<file path="src/rtl/adex_pkg.sv">
// Shared types and constants for the AdEx spike ISI monitor.
package adex_pkg;

    typedef enum logic {
        S_IDLE  = 1'b0,
        S_TRACK = 1'b1
    } adex_state_e;

    localparam int unsigned RATE_W    = 8;
    localparam int unsigned ISI_W_DEF = 12;

    // Largest value an ISI counter of width w can hold (w < 32).
    function automatic int unsigned isi_max(input int unsigned w);
        return (32'd1 << w) - 32'd1;
    endfunction

    localparam int unsigned ISI_MAX = isi_max(ISI_W_DEF);

    localparam logic [RATE_W-1:0] RATE_MAX = '1;

    // Saturating +1 on a rate-width spike counter.
    function automatic logic [RATE_W-1:0] rate_inc(input logic [RATE_W-1:0] v,
                                                   input logic              inc);
        return (inc && (v != RATE_MAX)) ? RATE_W'(v + RATE_W'(1)) : v;
    endfunction

endpackage

</file>
<file path="src/rtl/adex_isi_fifo.sv">
// First-word-fall-through ISI FIFO; a pop frees room for a push in the same cycle.
module adex_isi_fifo #(
    parameter  int unsigned W     = 12,
    parameter  int unsigned DEPTH = 4,
    localparam int unsigned PTR_W = $clog2(DEPTH),
    localparam int unsigned CNT_W = PTR_W + 1
) (
    input  logic             clk,
    input  logic             rst_n,
    input  logic             clear,
    input  logic             push,
    input  logic [W-1:0]     push_data,
    input  logic             pop,
    output logic [W-1:0]     head_c,
    output logic             empty_c,
    output logic             full,
    output logic [CNT_W-1:0] count
);

    logic [W-1:0]     mem_q [DEPTH];
    logic [W-1:0]     mem_d [DEPTH];
    logic [PTR_W-1:0] wr_ptr_q, wr_ptr_d;
    logic [PTR_W-1:0] rd_ptr_q, rd_ptr_d;
    logic [CNT_W-1:0] cnt_q, cnt_d;
    logic             full_q, full_d;
    logic             do_push, do_pop;

    // Pointer/occupancy update; clear wins over push and pop.
    always_comb begin
        mem_d    = mem_q;
        wr_ptr_d = wr_ptr_q;
        rd_ptr_d = rd_ptr_q;
        cnt_d    = cnt_q;
        do_pop   = pop & (cnt_q != '0);
        do_push  = push & ((cnt_q != CNT_W'(DEPTH)) | do_pop);
        if (clear) begin
            wr_ptr_d = '0;
            rd_ptr_d = '0;
            cnt_d    = '0;
        end else begin
            if (do_push) begin
                mem_d[wr_ptr_q] = push_data;
                wr_ptr_d        = PTR_W'(wr_ptr_q + PTR_W'(1));
            end
            if (do_pop) begin
                rd_ptr_d = PTR_W'(rd_ptr_q + PTR_W'(1));
            end
            case ({do_push, do_pop})
                2'b10:   cnt_d = CNT_W'(cnt_q + CNT_W'(1));
                2'b01:   cnt_d = CNT_W'(cnt_q - CNT_W'(1));
                default: cnt_d = cnt_q;
            endcase
        end
        full_d = (cnt_d == CNT_W'(DEPTH));
    end

    // Storage and pointer registers.
    always_ff @(posedge clk or negedge rst_n) begin
        if (!rst_n) begin
            for (int unsigned i = 0; i < DEPTH; i++) begin
                mem_q[i] <= '0;
            end
            wr_ptr_q <= '0;
            rd_ptr_q <= '0;
            cnt_q    <= '0;
            full_q   <= 1'b0;
        end else begin
            mem_q    <= mem_d;
            wr_ptr_q <= wr_ptr_d;
            rd_ptr_q <= rd_ptr_d;
            cnt_q    <= cnt_d;
            full_q   <= full_d;
        end
    end

    assign empty_c = (cnt_q == '0);
    assign head_c  = empty_c ? '0 : mem_q[rd_ptr_q];
    assign full    = full_q;
    assign count   = cnt_q;

endmodule

</file>
<file path="src/rtl/adex_spike_isi_monitor.sv">
// Spike edge detector, ISI measurement into a FWFT FIFO, and windowed firing rate.
// Optional burst flag enabled by defining ADEX_BURST_DETECT_EN.
module adex_spike_isi_monitor
    import adex_pkg::*;
#(
    parameter int unsigned ISI_W      = ISI_W_DEF,
    parameter int unsigned WIN_W      = 16,
    parameter int unsigned FIFO_DEPTH = 4,
    parameter int unsigned BURST_ISI  = 64
) (
    input  logic              clk,
    input  logic              rst_n,
    input  logic              spike_in,
    input  logic              en,
    input  logic              clear,
    input  logic [WIN_W-1:0]  win_len,
    input  logic              rd_ready,
    output logic              rd_valid,
    output logic [ISI_W-1:0]  rd_data,
    output logic              fifo_full,
    output logic              overflow,
    output logic [RATE_W-1:0] rate_out,
    output logic              window_done,
    output logic              burst_flag
);

    localparam int unsigned      CNT_W   = $clog2(FIFO_DEPTH) + 1;
    localparam logic [ISI_W-1:0] ISI_SAT = ISI_W'(isi_max(ISI_W));

    adex_state_e       state_q, state_d;
    logic              spike_q, spike_d;
    logic [ISI_W-1:0]  isi_cnt_q, isi_cnt_d;
    logic [WIN_W-1:0]  win_cnt_q, win_cnt_d;
    logic [WIN_W-1:0]  win_now;
    logic [RATE_W-1:0] spk_cnt_q, spk_cnt_d;
    logic [RATE_W-1:0] rate_q, rate_d;
    logic              win_done_q, win_done_d;
    logic              ovf_q, ovf_d;
    logic              rise_c, push_c, pop_c, empty_c;
    logic [CNT_W-1:0]  fifo_count;
`ifdef ADEX_BURST_DETECT_EN
    logic              burst_q, burst_d;
`endif

    // Edge detect, ISI FSM, window/rate counters, sticky overflow.
    always_comb begin
        spike_d    = spike_in;
        state_d    = state_q;
        isi_cnt_d  = isi_cnt_q;
        win_cnt_d  = win_cnt_q;
        spk_cnt_d  = spk_cnt_q;
        rate_d     = rate_q;
        win_done_d = 1'b0;
        ovf_d      = ovf_q;
        push_c     = 1'b0;
        rise_c     = en & spike_in & ~spike_q;
        pop_c      = ~empty_c & rd_ready;
        win_now    = WIN_W'(win_cnt_q + WIN_W'(1));
`ifdef ADEX_BURST_DETECT_EN
        burst_d    = burst_q;
`endif
        if (clear) begin
            state_d   = S_IDLE;
            isi_cnt_d = '0;
            win_cnt_d = '0;
            spk_cnt_d = '0;
            rate_d    = '0;
            ovf_d     = 1'b0;
`ifdef ADEX_BURST_DETECT_EN
            burst_d   = 1'b0;
`endif
        end else if (en) begin
            unique case (state_q)
                S_IDLE: begin
                    if (rise_c) begin
                        state_d   = S_TRACK;
                        isi_cnt_d = ISI_W'(1);
                    end
                end
                S_TRACK: begin
                    if (rise_c) begin
                        push_c    = 1'b1;
                        isi_cnt_d = ISI_W'(1);
                    end else if (isi_cnt_q != ISI_SAT) begin
                        isi_cnt_d = ISI_W'(isi_cnt_q + ISI_W'(1));
                    end
                end
                default: state_d = S_IDLE;
            endcase

            // A push only gets dropped when no pop frees a slot this cycle.
            if (push_c && (fifo_count == CNT_W'(FIFO_DEPTH)) && !pop_c) begin
                ovf_d = 1'b1;
            end

            // >= lets a shortened win_len close the window at the next compare.
            if (win_len == '0) begin
                win_cnt_d = '0;
                spk_cnt_d = rate_inc(spk_cnt_q, rise_c);
            end else if (win_now >= win_len) begin
                rate_d     = rate_inc(spk_cnt_q, rise_c);
                win_done_d = 1'b1;
                spk_cnt_d  = '0;
                win_cnt_d  = '0;
            end else begin
                win_cnt_d = win_now;
                spk_cnt_d = rate_inc(spk_cnt_q, rise_c);
            end

`ifdef ADEX_BURST_DETECT_EN
            if (push_c) begin
                burst_d = (isi_cnt_q <= ISI_W'(BURST_ISI));
            end else if ((state_q == S_TRACK) && (isi_cnt_q > ISI_W'(BURST_ISI))) begin
                burst_d = 1'b0;
            end
`endif
        end
    end

    // State and counter registers.
    always_ff @(posedge clk or negedge rst_n) begin
        if (!rst_n) begin
            state_q    <= S_IDLE;
            spike_q    <= 1'b0;
            isi_cnt_q  <= '0;
            win_cnt_q  <= '0;
            spk_cnt_q  <= '0;
            rate_q     <= '0;
            win_done_q <= 1'b0;
            ovf_q      <= 1'b0;
        end else begin
            state_q    <= state_d;
            spike_q    <= spike_d;
            isi_cnt_q  <= isi_cnt_d;
            win_cnt_q  <= win_cnt_d;
            spk_cnt_q  <= spk_cnt_d;
            rate_q     <= rate_d;
            win_done_q <= win_done_d;
            ovf_q      <= ovf_d;
        end
    end

`ifdef ADEX_BURST_DETECT_EN
    // Burst flag register.
    always_ff @(posedge clk or negedge rst_n) begin
        if (!rst_n) begin
            burst_q <= 1'b0;
        end else begin
            burst_q <= burst_d;
        end
    end

    assign burst_flag = burst_q;
`else
    assign burst_flag = 1'b0;
`endif

    adex_isi_fifo #(
        .W     (ISI_W),
        .DEPTH (FIFO_DEPTH)
    ) u_fifo (
        .clk       (clk),
        .rst_n     (rst_n),
        .clear     (clear),
        .push      (push_c),
        .push_data (isi_cnt_q),
        .pop       (pop_c),
        .head_c    (rd_data),
        .empty_c   (empty_c),
        .full      (fifo_full),
        .count     (fifo_count)
    );

    assign rd_valid    = ~empty_c;
    assign overflow    = ovf_q;
    assign rate_out    = rate_q;
    assign window_done = win_done_q;

endmodule

</file>
<file path="config.mk">
export PLATFORM = sky130hd
export DESIGN_NAME = adex_spike_isi_monitor
export DESIGN_NICKNAME = d
export VERILOG_FILES = /design/src/rtl/adex_pkg.sv /design/src/rtl/adex_isi_fifo.sv /design/src/rtl/adex_spike_isi_monitor.sv
export SDC_FILE = /design/constraint.sdc
export NUM_CORES = 1
export LEC_CHECK = 0
export BUFFER_PORTS_ARGS = -buffer_cell sky130_fd_sc_hd__buf_2
export CAP_MARGIN = 5
export CORE_UTILIZATION = 35
export CTS_CLUSTER_DIAMETER = 100
export DETAILED_ROUTE_END_ITERATION = 8
export SLEW_MARGIN = 25
export SYNTH_ARGS = -nofsm -noshare
export SYNTH_HDL_FRONTEND = slang
export SYNTH_HIERARCHICAL = 1
export SYNTH_SLANG_ARGS = --single-unit
</file>
<file path="constraint.sdc">
create_clock -name clk -period 5.29 [get_ports clk]
set_clock_uncertainty 0.15 [all_clocks]
set_input_delay 1.058 -clock clk [delete_from_list [all_inputs] [get_ports clk]]
set_output_delay 1.058 -clock clk [all_outputs]
set_load 0.005 [all_outputs]
</file>
==> results.md <==
- Status: finished, final reports clean
- Synth cell types: 62
- Vias per std cell: 5.11
- Setup TNS Final: 0 ns
- Number of setup buffers added after CTS: 0
- Main synth FF type: dfrtp_1
- Crit-path max FO: 18
- Root buffer cell: clkbuf_16
- CTS max path bufs: 2
- Simple-Gate Fraction of Synth Area: approximately 15%
- Period utilization: 77.5%
- PortBufs: 45
- Dominant cell type by area after synthesis: dfrtp_1
- Initial core utilization: 35.8%
- CP arrival: 4.16 ns
- Startpoint types: flop
- Die Width: 132 um
- Worst relative slew slack: about two fifths
- Initial antenna violation count: 0
- Standard-cell rows: 47
- CTS tree: done
- Num ports: 47
- Reg-to-reg startpoint: win_cnt_q[6]
- Dpl cells: 752
- XOR/XNOR share of the synthesized area: between 4 and 5%
- Cts hold-fix bufs: 0
- Critical path class: flop to flop
- Power density cells: about 240 nW/um2
- Synthesized netlist cell count: 507
- Mux cell area share after synthesis: 17.4%
- Min-delay src: overflow
- Worst VDD drop: 0.175 mV
- Die area: approximately 17000 um2
- Post-synth EDFFs: 0
- Commonest cells post-synth: dfrtp_1 (104), mux2_4 (40), inv_1 (30), nor2_1 (30), nand2_1 (24)
- Synth Warn #: 6
- Wire per inst: 16.1 um
- Post-synthesis async set-or-reset flop share: 100%
- Slew Viols, Final: 0
- Hpwl dp: 8690 um
- Post-Synth Adder-Cell Area: 5.18%
- Unrepaired setup endpoints after global routing: false
- Fin crit period: 4.10 ns
- CTS Sinks: between 100 and 150
- CP peak stage delay: 0.81 ns
- Worst skew pair latency: 0.34 ns
- Slowest-stage cell, CP: o41a_1
- Tightest hold margin: 0.356 ns
- #FFs+latches synth: 104
- Crit. Startpoint: win_cnt_q[6]
- Tot GR Track Use: 14.9%
- Final Net Count: between 500 and 600
- Core area: 16600 um2
- Fmax: 0.244 GHz
- Post-cts resize count: 0
- Mean post-synth cell area: 11.7 um2
- Synth top area share: 43.8%
- Total leakage power: approximately 0.0031 uW
- Fraction of layout cells with a size suffix above 1: around 28%
- Residual DRC count: 0
- CP Capture Type: flop
- Max-cap violation count: 0
- Sequential-to-total area share from yosys stat: 43.8%
- Final setup fails: 0
- Number of global-route vias before repair: between 4000 and 5000
- ANT nets after route: 0
- Initial DRT Pass Iterations: 4
- Synth top area cells: dfrtp_1 (44%), mux2_4 (10%), ha_1 (4.8%)
- Worst EP required: 5.35 ns
- Final wirelength: 12400 um
- First-pass GRT wire length: 21000 um
- Die Ht: 132 um
- Main combinational cell family by area after synthesis: multiplexers
- Via count: approximately 4000
- CTS buffer count: 9
- Hold crit path type: flop to flop
- Layout area overhead: 11.7%
- H-tree levels: 3
- Worst-path clk slew: 0.07 ns
- Routability cong.: 0.878
- Final core occ: 40.0%
- Mapped cell area: 5940 um2
- Antenna Cells: 0
- Tightest Pin Transition: 0.915 ns
- Crit-path cells: nand3_1, or2_2, nor2_1, nand3_1, xnor2_1, ha_1, nand4_1, or3_4, a2111oi_4, o41a_1, mux2i_1, nor2_1
- Initial DRC Count: 150
- Final hold violation count: 0
- Largest net degree at the start of global routing: 67
- Top-count cell post-synth: dfrtp_1
- Compound-cell area share of the yosys netlist: ~9.8%
- Fin cells: 769
- Synth Net Count: 553
- Overflow after GRT: 0
power breakdown:
part	internal (uW)	switching [uW]	total (uW)
sequential	798	3.85	802
clock	417	295	713
combinational	27.6	54.6	82.3
total	1240	354	1600
metrics by stage:
step	setup WS, ns	power [uW]	area, um2
after floorplan	1.95	862	5940
after global placement	1.30	897	6310
after detailed placement	1.21	901	6310
after CTS	1.20	1620	6630
after global routing	0.907	1660	6640
final	1.19	1600	6640
cells in the final DEF (no fill, tap or decap), drive strengths merged, types with 14 or more instances in the layout:
cell type / count
a21oi: 18
nand2: 28
nor2b: 14
nand3: 17
ha: 23
xnor2: 19
nor2: 36
buf: 50
dfrtp: 104
mux2: 49
inv: 31
critical path, delay by kind of cell, from the launching register on:
kind	cells	cell delay (ns)
simple gates	7	1.52
compound gates	2	1.14
flops	1	0.45
fa+ha+maj	1	0.29
mux	1	0.26
xor+xnor	1	0.16
path summary, 6_finish.rpt:
path / endpoint / slack (ns) / cells after the start
max: rate_out[6] / 1.19 / 12
min: overflow / 0.36 / 1
max reg2reg: rate_out[6] / 1.19 / 12
min reg2reg: overflow / 0.36 / 1
max in group asynchronous: u_fifo/mem_q[0] / 3.30 / 2
min in group asynchronous: u_fifo/mem_q[44] / 0.67 / 1
cell type report:
type,instances,area (um2)
inverters,30,113
well taps,220,275
flip-flops and latches,104,2600
clock buffers,10,229
clock inverters,6,92.6
multi-input cells,349,3060
repair buffers,50,265
fillers,1597,9950
kinds of logic after synthesis:
family          after synthesis
flops                       104
xor+xnor                     29
compound gates               71
buf+inv                      54
other cells                   1
mux                          67
simple gates                157
fa+ha+maj                    24
per-layer routing:
layer | vias to the layer above | GRT usage, % | wire, um
li1 | 1894 | - | -
met5 | - | 0 | 0
met2 | 68 | 24.2 | 5790
met1 | 1959 | 20.1 | 6020
met3 | 12 | 2.85 | 377
met4 | 0 | 4.92 | 193
registers in the layout, indices dropped and copies added, names as in the netlist:
name and cells:
u_fifo/mem_q 48, win_cnt_q 16, isi_cnt_q 12, rate_out 8, spk_cnt_q 8, u_fifo/count 3, u_fifo/rd_ptr_q 2, u_fifo/wr_ptr_q 2
overflow 1, spike_q 1, state_q 1, u_fifo/full 1, window_done 1
Power figures use the tool's default switching activity.
